## src/rtl/mem_req_demux2_if.sv

```systemverilog
// mem_req_demux2_if
// Bundles the upstream request channel (u_*) and the two downstream channels
// (d0_* cached path, d1_* uncached path) of the request demultiplexer.
//   slave  : the demux itself (accepts u_*, drives d0_*/d1_* requests)
//   master : the surrounding core / target side (drives u_* requests and
//            d0_*/d1_* completions)
interface mem_req_demux2_if;
    // upstream channel
    logic        u_req;
    logic [31:0] u_addr;
    logic        u_we;
    logic [31:0] u_wdata;
    logic [3:0]  u_wmask;
    logic        u_ready;
    logic        u_ack;
    logic [31:0] u_rdata;
    logic        u_err;
    // downstream port 0 (cached)
    logic        d0_req;
    logic [31:0] d0_addr;
    logic        d0_we;
    logic [31:0] d0_wdata;
    logic [3:0]  d0_wmask;
    logic        d0_ack;
    logic [31:0] d0_rdata;
    // downstream port 1 (uncached / MMIO)
    logic        d1_req;
    logic [31:0] d1_addr;
    logic        d1_we;
    logic [31:0] d1_wdata;
    logic [3:0]  d1_wmask;
    logic        d1_ack;
    logic [31:0] d1_rdata;

    modport slave (
        input  u_req, u_addr, u_we, u_wdata, u_wmask,
        output u_ready, u_ack, u_rdata, u_err,
        output d0_req, d0_addr, d0_we, d0_wdata, d0_wmask,
        input  d0_ack, d0_rdata,
        output d1_req, d1_addr, d1_we, d1_wdata, d1_wmask,
        input  d1_ack, d1_rdata
    );

    modport master (
        output u_req, u_addr, u_we, u_wdata, u_wmask,
        input  u_ready, u_ack, u_rdata, u_err,
        input  d0_req, d0_addr, d0_we, d0_wdata, d0_wmask,
        output d0_ack, d0_rdata,
        input  d1_req, d1_addr, d1_we, d1_wdata, d1_wmask,
        output d1_ack, d1_rdata
    );
endinterface

```

## src/rtl/mem_req_demux2.sv

```systemverilog
// mem_req_demux2
// Single-outstanding-request splitter: routes one upstream memory request to
// the cached port (d0) or the uncached/MMIO port (d1) by address, waits for
// the downstream ack (bounded by a timeout) and returns a one-cycle u_ack.
// Ports:
//   clk  - clock, rising edge
//   rst  - synchronous active-high reset
//   bus  - mem_req_demux2_if.slave: u_* upstream, d0_*/d1_* downstream
// Every output is a flop; the next value of each is decoded from the
// next state so the timing matches a state-decoded design.
module mem_req_demux2 #(
    parameter logic [31:0] UNCACHED_BASE = 32'hF000_0000,
    parameter int          TIMEOUT       = 255,
    parameter logic [31:0] ERR_DATA      = 32'hDEAD_BEEF
) (
    input  logic                   clk,
    input  logic                   rst,
    mem_req_demux2_if.slave        bus
);

    // Counter only has to reach TIMEOUT-1, so clog2(TIMEOUT) bits suffice.
    localparam int CNT_W = (TIMEOUT > 1) ? $clog2(TIMEOUT) : 1;
    localparam logic [CNT_W-1:0] CNT_LAST = CNT_W'(TIMEOUT - 1);
    localparam logic [CNT_W-1:0] CNT_ONE  = CNT_W'(1);
    localparam logic [CNT_W-1:0] CNT_ZERO = CNT_W'(0);

    typedef enum logic [1:0] {
        IDLE  = 2'd0,
        BUSY0 = 2'd1,
        BUSY1 = 2'd2,
        RESP  = 2'd3
    } state_t;

    state_t           state_r;
    state_t           state_nxt_s;
    logic [CNT_W-1:0] cnt_r;
    logic [CNT_W-1:0] cnt_nxt_s;
    logic             load_s;
    logic             dn_ack_s;
    logic [31:0]      dn_rdata_s;
    logic [31:0]      rdata_r;
    logic [31:0]      rdata_nxt_s;
    logic             err_r;
    logic             err_nxt_s;
    logic             ack_r;
    logic             ready_r;
    logic             d0_req_r;
    logic             d1_req_r;
    logic [31:0]      addr_r;
    logic             we_r;
    logic [31:0]      wdata_r;
    logic [3:0]       wmask_r;

    // Selects the ack/data of the port currently being served; the other
    // port's ack is deliberately not looked at.
    always_comb begin
        dn_ack_s   = 1'b0;
        dn_rdata_s = 32'h0000_0000;
        if (state_r == BUSY0) begin
            dn_ack_s   = bus.d0_ack;
            dn_rdata_s = bus.d0_rdata;
        end else if (state_r == BUSY1) begin
            dn_ack_s   = bus.d1_ack;
            dn_rdata_s = bus.d1_rdata;
        end else begin
            dn_ack_s   = 1'b0;
            dn_rdata_s = 32'h0000_0000;
        end
    end

    // Next-state, counter and response-capture logic.
    always_comb begin
        state_nxt_s = state_r;
        cnt_nxt_s   = cnt_r;
        rdata_nxt_s = rdata_r;
        err_nxt_s   = 1'b0;
        load_s      = 1'b0;
        case (state_r)
            IDLE: begin
                if (bus.u_req) begin
                    load_s      = 1'b1;
                    state_nxt_s = (bus.u_addr >= UNCACHED_BASE) ? BUSY1 : BUSY0;
                end else begin
                    state_nxt_s = IDLE;
                end
            end
            BUSY0, BUSY1: begin
                // Ack is checked first so a coincident expiry still returns data.
                if (dn_ack_s) begin
                    rdata_nxt_s = dn_rdata_s;
                    err_nxt_s   = 1'b0;
                    state_nxt_s = RESP;
                end else if (cnt_r == CNT_LAST) begin
                    rdata_nxt_s = ERR_DATA;
                    err_nxt_s   = 1'b1;
                    state_nxt_s = RESP;
                end else begin
                    cnt_nxt_s   = cnt_r + CNT_ONE;
                end
            end
            RESP: begin
                cnt_nxt_s   = CNT_ZERO;
                state_nxt_s = IDLE;
            end
            default: begin
                cnt_nxt_s   = CNT_ZERO;
                state_nxt_s = IDLE;
            end
        endcase
    end

    // State register and timeout counter.
    always_ff @(posedge clk) begin
        if (rst) begin
            state_r <= IDLE;
            cnt_r   <= CNT_ZERO;
        end else begin
            state_r <= state_nxt_s;
            cnt_r   <= cnt_nxt_s;
        end
    end

    // Request payload: sampled only at the accept edge, held through BUSY.
    always_ff @(posedge clk) begin
        if (rst) begin
            addr_r  <= 32'h0000_0000;
            we_r    <= 1'b0;
            wdata_r <= 32'h0000_0000;
            wmask_r <= 4'b0000;
        end else if (load_s) begin
            addr_r  <= bus.u_addr;
            we_r    <= bus.u_we;
            wdata_r <= bus.u_wdata;
            wmask_r <= bus.u_wmask;
        end else begin
            addr_r  <= addr_r;
            we_r    <= we_r;
            wdata_r <= wdata_r;
            wmask_r <= wmask_r;
        end
    end

    // Registered handshake outputs decoded from the next state; u_rdata keeps
    // its last value outside RESP while u_err is only high in RESP.
    always_ff @(posedge clk) begin
        if (rst) begin
            rdata_r  <= 32'h0000_0000;
            err_r    <= 1'b0;
            ack_r    <= 1'b0;
            ready_r  <= 1'b1;
            d0_req_r <= 1'b0;
            d1_req_r <= 1'b0;
        end else begin
            rdata_r  <= rdata_nxt_s;
            err_r    <= err_nxt_s;
            ack_r    <= (state_nxt_s == RESP);
            ready_r  <= (state_nxt_s == IDLE);
            d0_req_r <= (state_nxt_s == BUSY0);
            d1_req_r <= (state_nxt_s == BUSY1);
        end
    end

    assign bus.u_ready  = ready_r;
    assign bus.u_ack    = ack_r;
    assign bus.u_rdata  = rdata_r;
    assign bus.u_err    = err_r;

    assign bus.d0_req   = d0_req_r;
    assign bus.d0_addr  = addr_r;
    assign bus.d0_we    = we_r;
    assign bus.d0_wdata = wdata_r;
    assign bus.d0_wmask = wmask_r;

    assign bus.d1_req   = d1_req_r;
    assign bus.d1_addr  = addr_r;
    assign bus.d1_we    = we_r;
    assign bus.d1_wdata = wdata_r;
    assign bus.d1_wmask = wmask_r;

endmodule

```

## src/flat_wrapper.sv

```systemverilog
// flat-port wrapper written by rule: the top's interface ports become plain ports
module mem_req_demux2_flat 
#(
    parameter logic [31:0] UNCACHED_BASE = 32'hF000_0000,
    parameter int          TIMEOUT       = 255,
    parameter logic [31:0] ERR_DATA      = 32'hDEAD_BEEF
)
  (clk, rst, bus_u_req, bus_u_addr, bus_u_we, bus_u_wdata, bus_u_wmask, bus_u_ready, bus_u_ack, bus_u_rdata, bus_u_err, bus_d0_req, bus_d0_addr, bus_d0_we, bus_d0_wdata, bus_d0_wmask, bus_d0_ack, bus_d0_rdata, bus_d1_req, bus_d1_addr, bus_d1_we, bus_d1_wdata, bus_d1_wmask, bus_d1_ack, bus_d1_rdata);
  mem_req_demux2_if bus_i ();
  input  logic clk;
  input  logic rst;
  input wire logic [$bits(bus_i.u_req)-1:0] bus_u_req;
  input wire logic [$bits(bus_i.u_addr)-1:0] bus_u_addr;
  input wire logic [$bits(bus_i.u_we)-1:0] bus_u_we;
  input wire logic [$bits(bus_i.u_wdata)-1:0] bus_u_wdata;
  input wire logic [$bits(bus_i.u_wmask)-1:0] bus_u_wmask;
  output wire logic [$bits(bus_i.u_ready)-1:0] bus_u_ready;
  output wire logic [$bits(bus_i.u_ack)-1:0] bus_u_ack;
  output wire logic [$bits(bus_i.u_rdata)-1:0] bus_u_rdata;
  output wire logic [$bits(bus_i.u_err)-1:0] bus_u_err;
  output wire logic [$bits(bus_i.d0_req)-1:0] bus_d0_req;
  output wire logic [$bits(bus_i.d0_addr)-1:0] bus_d0_addr;
  output wire logic [$bits(bus_i.d0_we)-1:0] bus_d0_we;
  output wire logic [$bits(bus_i.d0_wdata)-1:0] bus_d0_wdata;
  output wire logic [$bits(bus_i.d0_wmask)-1:0] bus_d0_wmask;
  input wire logic [$bits(bus_i.d0_ack)-1:0] bus_d0_ack;
  input wire logic [$bits(bus_i.d0_rdata)-1:0] bus_d0_rdata;
  output wire logic [$bits(bus_i.d1_req)-1:0] bus_d1_req;
  output wire logic [$bits(bus_i.d1_addr)-1:0] bus_d1_addr;
  output wire logic [$bits(bus_i.d1_we)-1:0] bus_d1_we;
  output wire logic [$bits(bus_i.d1_wdata)-1:0] bus_d1_wdata;
  output wire logic [$bits(bus_i.d1_wmask)-1:0] bus_d1_wmask;
  input wire logic [$bits(bus_i.d1_ack)-1:0] bus_d1_ack;
  input wire logic [$bits(bus_i.d1_rdata)-1:0] bus_d1_rdata;
  assign bus_i.u_req = bus_u_req;
  assign bus_i.u_addr = bus_u_addr;
  assign bus_i.u_we = bus_u_we;
  assign bus_i.u_wdata = bus_u_wdata;
  assign bus_i.u_wmask = bus_u_wmask;
  assign bus_u_ready = bus_i.u_ready;
  assign bus_u_ack = bus_i.u_ack;
  assign bus_u_rdata = bus_i.u_rdata;
  assign bus_u_err = bus_i.u_err;
  assign bus_d0_req = bus_i.d0_req;
  assign bus_d0_addr = bus_i.d0_addr;
  assign bus_d0_we = bus_i.d0_we;
  assign bus_d0_wdata = bus_i.d0_wdata;
  assign bus_d0_wmask = bus_i.d0_wmask;
  assign bus_i.d0_ack = bus_d0_ack;
  assign bus_i.d0_rdata = bus_d0_rdata;
  assign bus_d1_req = bus_i.d1_req;
  assign bus_d1_addr = bus_i.d1_addr;
  assign bus_d1_we = bus_i.d1_we;
  assign bus_d1_wdata = bus_i.d1_wdata;
  assign bus_d1_wmask = bus_i.d1_wmask;
  assign bus_i.d1_ack = bus_d1_ack;
  assign bus_i.d1_rdata = bus_d1_rdata;
  mem_req_demux2 #(.UNCACHED_BASE(UNCACHED_BASE), .TIMEOUT(TIMEOUT), .ERR_DATA(ERR_DATA)) u_core (.clk(clk), .rst(rst), .bus(bus_i));
endmodule
```

## config.mk

```make
export PLATFORM = sky130hd
export DESIGN_NAME = mem_req_demux2_flat
export DESIGN_NICKNAME = d
export VERILOG_FILES = /design/src/rtl/mem_req_demux2_if.sv /design/src/rtl/mem_req_demux2.sv /design/src/flat_wrapper.sv
export SDC_FILE = /design/constraint.sdc
export NUM_CORES = 1
export LEC_CHECK = 0
export ABC_AREA = 1
export BUFFER_PORTS_ARGS = -buffer_cell sky130_fd_sc_hd__buf_2
export CELL_PAD_IN_SITES_DETAIL_PLACEMENT = 0
export CELL_PAD_IN_SITES_GLOBAL_PLACEMENT = 1
export CORE_MARGIN = 5
export CORE_UTILIZATION = 27
export CTS_CLUSTER_DIAMETER = 120
export DETAILED_ROUTE_END_ITERATION = 16
export GPL_ROUTABILITY_DRIVEN = 1
export PLACE_DENSITY_LB_ADDON = 0.05
export SYNTH_ARGS = -nofsm -noshare
export SYNTH_HDL_FRONTEND = slang
export SYNTH_SLANG_ARGS = --single-unit
```

## constraint.sdc

```tcl
create_clock -name clk -period 1.4 [get_ports clk]
set_input_delay 0.42 -clock clk [delete_from_list [all_inputs] [get_ports clk]]
set_output_delay 0.42 -clock clk [all_outputs]
set_load 0.01 [all_outputs]
```

==> flow_summary.json, run 1 <==
{
  "status": "finished with violations",
  "failed_checks": "setup timing",
  "p_leak_nw": 3.74,
  "via_count": 5135,
  "grt_usage": 0.154,
  "mostFrequentLayoutCells": "buf_2 (311), nor2_1 (158), dfxtp_1 (104)",
  "cts_tree": "built",
  "worstSetupStartpointType": "register",
  "worst_path_max_delay_cell": "dfxtp_2",
  "final_core_util": 0.415,
  "clk_pin_slew_worst_paths_ns": 0.05,
  "clock_skew_ns": 0.00869,
  "rrSetupSlack_ns": -0.06,
  "cts.htree.levels": 4,
  "netSwitchingPower_mw": 2.46,
  "dp_cells": 1123,
  "wl_mm": 17.7,
  "vdd_drop_max_mv": 0.802,
  "fillers": 1934,
  "cap_viol_max_count": 0,
  "overflow": 0,
  "synth_seq_area_share": 0.449,
  "tightest_slew_ns": 0.319,
  "slowest_delay_ns": 0.34,
  "pwr-share-comb": 0.155,
  "hpwl_mm": 13.1,
  "syn_inst": 652,
  "finalHoldViolCount": 0,
  "slew-limit-headroom": 0.787,
  "syn_to_final_growth_pct": 50.5,
  "port_buffers": 312,
  "cts_buffer_depth": 2,
  "synth.distinct_cells": 30,
  "dieArea_sq_mm": 0.0220,
  "seq_power_share": 0.383,
  "end_kind": "register",
  "swShare": 0.257,
  "required_ns": 1.69,
  "final_area_sq_mm": 0.00778,
  "place.gp.congestion": 0.759,
  "cts-root-buf": "clkbuf_16",
  "rsz0062_at_grt": "yes",
  "drc": 0,
  "arrival_ns": 1.75,
  "cp_cell_sequence": "buf_6 > ha_4 > inv_2 > nand2_2 > nand3_4 > buf_6 > nand2_8 > buf_12 > o21ai_1 > a21oi_2",
  "finalCriticalPeriod_ns": 1.46,
  "path_class": "register to register",
  "fmax_ghz": 0.685,
  "final_layout_size_suffix_gt1_frac": 0.523,
  "placed_area_sq_mm": 0.00668,
  "layout_commonest_cell": "buf_2",
  "p_total_mw": 9.56,
  "fin_crit_sh": 1.04,
  "synth_area_sq_mm": 0.00517,
  "yosysWarnings": 0,
  "synth.net_count": 797,
  "clockPowerShare": 0.462,
  "p_int_mw": 7.10,
  "nets": 1063,
  "wl_per_cell_um": 15.1,
  "synth_area_per_cell_sq_um": 7.93,
  "dieHeight_um": 148,
  "viasPerCell": 4.40,
  "ys_ff_latch": 116,
  "ant_nets": 0,
  "clk_latency_ns": 0.41,
  "setup_ws_ns": -0.0603,
  "core_area_sq_mm": 0.0188,
  "ctsHoldBuffers": 0,
  "first_iter_violations": 191,
  "finalNonFillerCells": 1166,
  "antenna_found_initial": 3,
  "crit_path_max_fanout": 8,
  "slew_violations": 0,
  "finalSetupViolCount": 34,
  "power_density_mw_per_mm2": 1230,
  "die_w_um": 148,
  "fp-row-count": 50,
  "cp_common_cell": "buf_6",
  "grt_max_degree": 70,
  "hold_class": "primary input to register",
  "numCtsBuffers": 17,
  "ioPinCount": 313,
  "grt_pass1_wl_mm": 26.8,
  "drtPass1Iterations": 4,
  "cts_num_sinks": 116,
  "first_global_vias": 5077,
  "start_util": 0.276
}
cell usage after synthesis:
cell type,instances,share of area
nor3_1,2,0.0019
a21oi_1,13,0.013
nor2_4,1,0.0022
xnor2_1,1,0.0017
nor2_1,160,0.12
nand3_1,9,0.0087
clkbuf_1,26,0.019
inv_2,2,0.0015
nand3_4,1,0.0034
buf_6,3,0.0065
clkinv_1,2,0.0015
o21bai_1,1,0.0015
buf_2,7,0.0068
o21ai_0,72,0.070
inv_1,17,0.012
nand2_1,50,0.036
a21oi_2,24,0.041
ha_1,7,0.017
nand3_2,2,0.0039
clkbuf_2,1,0.00097
nand2_4,1,0.0022
nor2_2,2,0.0024
a22oi_1,24,0.035
nand2_2,3,0.0036
dfxtp_1,116,0.45
xor2_1,3,0.0051
buf_4,71,0.10
a22o_1,8,0.014
o21ai_1,22,0.021
nand4_1,1,0.0012
sequential cells by signal (all words and copies together), names as in the netlist, 2 cells and up:
name / count
u_core.bus.d0_wdata: 32
u_core.bus.d0_addr: 32
u_core.cnt_r: 8
u_core.state_r: 2
u_core.bus.u_rdata: 32
u_core.bus.d0_wmask: 4
what timing repair did:
item / 4_1_cts / 5_1_grt
buffers inserted: 4 / 1
cloned: 5 / 0
pin swaps: 9 / 4
resized for setup: 55 / 39
endpoints found under the hold margin: 0 / 0
setup endpoints to repair: 50 / 53
layer usage:
layer  GRT usage  vias up  wire, um
met4      0.0624        4       351
met2       0.277      216      9000
met5           0        -        20
met1       0.166     2275      6870
met3      0.0536       25      1410
li1            -     2615         -
stage by stage:
step / setup slack, ns / setup TNS, ns / hold WS, ns
after detailed placement: -0.158 / -4.42 / 0.461
after floorplan: -0.0129 / -0.0129 / 0.488
after global routing: -0.127 / -3.89 / 0.241
after CTS: -0.0599 / -0.863 / 0.238
final: -0.0603 / -0.883 / 0.260
after global placement: -0.124 / -3.42 / 0.462
power by group through the flow:
stage	clock (mW)	sequential (mW)	combinational, mW
floorplan	0	3.80	0.808
global placement	0	3.72	1.41
detailed placement	0	3.73	1.41
CTS	4.56	3.66	1.49
global route	4.71	3.69	1.63
finish	4.42	3.66	1.48
final cells by class:
| type | count | area [sq um] | share of cell area |
|---|---|---|---|
| well taps | 234 | 293 | 0.0376 |
| repair buffers | 354 | 2070 | 0.266 |
| multi-input cells | 408 | 2370 | 0.304 |
| diodes | 1 | 2.50 | 0.000321 |
| inverters | 21 | 105 | 0.0135 |
| clock buffers | 23 | 478 | 0.0614 |
| clock inverters | 9 | 126 | 0.0162 |
| flip-flops and latches | 116 | 2340 | 0.301 |
cells by family (layout without fill, tap and decap cells):
logic type	after synthesis	after routing	synth area share
AND/OR/NAND/NOR	232	233	0.182
AO/OA/AOI/OAI	164	164	0.194
buffers and inverters	129	407	0.151
flip-flops	116	116	0.449
adder cells (fa/ha/maj)	7	7	0.0169
XOR/XNOR	4	4	0.00677
other	0	1	0
worst paths after layout:
| check | start | endpoint | depth (start not counted) |
|---|---|---|---|
| min reg2reg | u_core.bus.u_rdata[8] | u_core.bus.u_rdata[8] | 2 |
| min | bus_u_wdata[24] | u_core.bus.d0_wdata[24] | 3 |
| max | u_core.state_r[0] | u_core.bus.u_rdata[7] | 10 |
| max reg2reg | u_core.state_r[0] | u_core.bus.u_rdata[7] | 10 |
worst max-delay path, delay by kind of cell (launching register included):
kind	cells	cell delay (ns)
buffers and inverters	4	0.44
AO/OA/AOI/OAI	2	0.19
flip-flops	1	0.34
adder cells (fa/ha/maj)	1	0.17
AND/OR/NAND/NOR	3	0.21
(Power assumes the default switching activity.)
==> inputs of run 2 (changes only) <==
--- a/config.mk
+++ b/config.mk
@@ -9,6 +9,7 @@
 export BUFFER_PORTS_ARGS = -buffer_cell sky130_fd_sc_hd__buf_2
 export CELL_PAD_IN_SITES_DETAIL_PLACEMENT = 0
 export CELL_PAD_IN_SITES_GLOBAL_PLACEMENT = 1
+export CORE_ASPECT_RATIO = 0.9
 export CORE_MARGIN = 5
 export CORE_UTILIZATION = 27
 export CTS_CLUSTER_DIAMETER = 120
==> flow_summary.json, run 2 (synthesized netlist as in run 1, its figures left out) <==
{
  "antenna_cells": 0,
  "fin_crit_sh": 1.06,
  "grt_max_degree": 70,
  "first_global_vias": 5073,
  "die_w_um": 156,
  "setup_tns_ns": -1.99,
  "worst_path_max_delay_cell": "dfxtp_2",
  "dieArea_sq_mm": 0.0220,
  "slowest_delay_ns": 0.34,
  "dp_worst_setup_slack_ns": -0.149,
  "setup_ws_ns": -0.0790,
  "final_layout_size_suffix_gt1_frac": 0.545,
  "regArea_sq_mm": 0.00235,
  "cap_viol_max_count": 0,
  "mostFrequentLayoutCells": "buf_2 (311), nor2_1 (156), dfxtp_1 (98)",
  "power_density_mw_per_mm2": 1210,
  "crit_path_max_fanout": 7,
  "wl_per_cell_um": 15.8,
  "overflow": 0,
  "tightest_slew_ns": 0.340,
  "hold_class": "primary input to register",
  "port_buffers": 312,
  "syn_to_final_growth_pct": 52.9,
  "drc": 0,
  "path_delay_family": "buffers and inverters",
  "core_area_sq_mm": 0.0190,
  "required_ns": 1.69,
  "place.gp.congestion": 0.762,
  "clock_skew_ns": 0.0104,
  "drtPass1Iterations": 5,
  "hpwl_mm": 13.4,
  "finalCriticalPeriod_ns": 1.48,
  "fmax_ghz": 0.676,
  "nets": 1067,
  "fp-row-count": 48,
  "rsz0062_at_grt": "yes",
  "grt_pass1_wl_mm": 27.7,
  "numCtsBuffers": 17,
  "cts_buffer_depth": 2,
  "grt_usage": 0.159,
  "failed_checks": "setup timing",
  "worstSetupStartpointType": "register",
  "final_area_sq_mm": 0.00791,
  "fillers": 1955,
  "clk_pin_slew_worst_paths_ns": 0.06,
  "viasPerCell": 4.39,
  "clk_latency_ns": 0.40,
  "end_kind": "register",
  "via_count": 5200,
  "start_util": 0.272,
  "cts-root-buf": "clkbuf_16",
  "vdd_drop_max_mv": 0.687,
  "cts_tree": "built",
  "arrival_ns": 1.76,
  "first_iter_violations": 174,
  "slew_violations": 0,
  "finalSetupViolCount": 36,
  "final_core_util": 0.415,
  "placed_area_sq_mm": 0.00678,
  "cts_num_sinks": 116,
  "multi_input_area_sq_mm": 0.00241,
  "status": "finished with violations",
  "ioPinCount": 313,
  "crit_buf_inv": 4,
  "cp_cell_sequence": "buf_6 > ha_4 > inv_2 > nand2_4 > nand3_4 > buf_6 > nand2_8 > clkbuf_16 > o21ai_2 > a21oi_2",
  "path_class": "register to register",
  "antenna_found_initial": 0,
  "dieHeight_um": 141,
  "layout_commonest_cell": "buf_2",
  "cts.htree.levels": 4,
  "slew-limit-headroom": 0.773,
  "ant_nets": 0,
  "finalHoldViolCount": 0,
  "wl_mm": 18.7,
  "cp_common_cell": "buf_6",
  "p_leak_nw": 3.79
}
==> run 2: cell count changes in the layout (fill, tap and decap cells not counted), moves of 4 or more <==
cell and delta:
nand2_4 +5, a22oi_2 -5, inv_2 +4, nand2_1 -5, inv_1 -4, dfxtp_1 -6
a22oi_1 +5, o21ai_1 -4, dfxtp_2 +6
==> run 2: final cells by class <==
class / count / share of cell area
multi-input combinational: 407 / 0.305
sequential: 116 / 0.297
timing repair buffer: 359 / 0.273
clock buffer: 22 / 0.0612
tap: 250 / 0.0395
clock inverter: 9 / 0.0130
inverter: 21 / 0.0122
==> run 2: repair_timing <==
action	CTS	global route
endpoints found under the setup margin	48	86
gates cloned	2	3
buffers inserted	5	2
hold buffers	0	0
gates resized for setup	60	54
pin swaps	6	16
==> run 2: worst register-to-register path: stages, from the launching register on <==
cell and delay (ns):
dfxtp_2 0.34, buf_6 0.12, ha_4 0.16, inv_2 0.07, nand2_4 0.06, nand3_4 0.08, buf_6 0.12, nand2_8 0.08
clkbuf_16 0.18, o21ai_2 0.12, a21oi_2 0.04
==> run 2: metal layers <==
metal / track usage / wire length [um]
met1: 0.193 / 7910
met2: 0.272 / 9120
met3: 0.0525 / 1410
met5: 0 / 0
met4: 0.0378 / 243
==> run 2: power breakdown <==
group,internal (mW),switching [mW],leakage [nW]
combinational,0.710,0.869,2.55
clock,2.78,1.50,0.284
sequential,3.52,0.154,0.960
==> run 2: path summary, 6_finish.rpt <==
path | from | to | slack, ns | cells after the start
setup / recovery | u_core.state_r[0] | u_core.bus.u_rdata[1] | -0.08 | 10
hold / removal | bus_u_wmask[1] | u_core.bus.d0_wmask[1] | 0.27 | 3
setup reg to reg | u_core.state_r[0] | u_core.bus.u_rdata[1] | -0.08 | 10
hold reg to reg | u_core.bus.u_rdata[20] | u_core.bus.u_rdata[20] | 0.47 | 2
==> run 2: metrics by stage <==
| step | hold slack, ns | cells | total power [mW] |
|---|---|---|---|
| finish | 0.266 | 1184 | 9.54 |
| global route | 0.261 | 1184 | 10.0 |
| CTS | 0.246 | 1181 | 9.59 |
| detailed placement | 0.461 | 1143 | 5.18 |
| global placement | 0.454 | 1143 | 5.17 |
| floorplan | 0.488 | 652 | 4.61 |
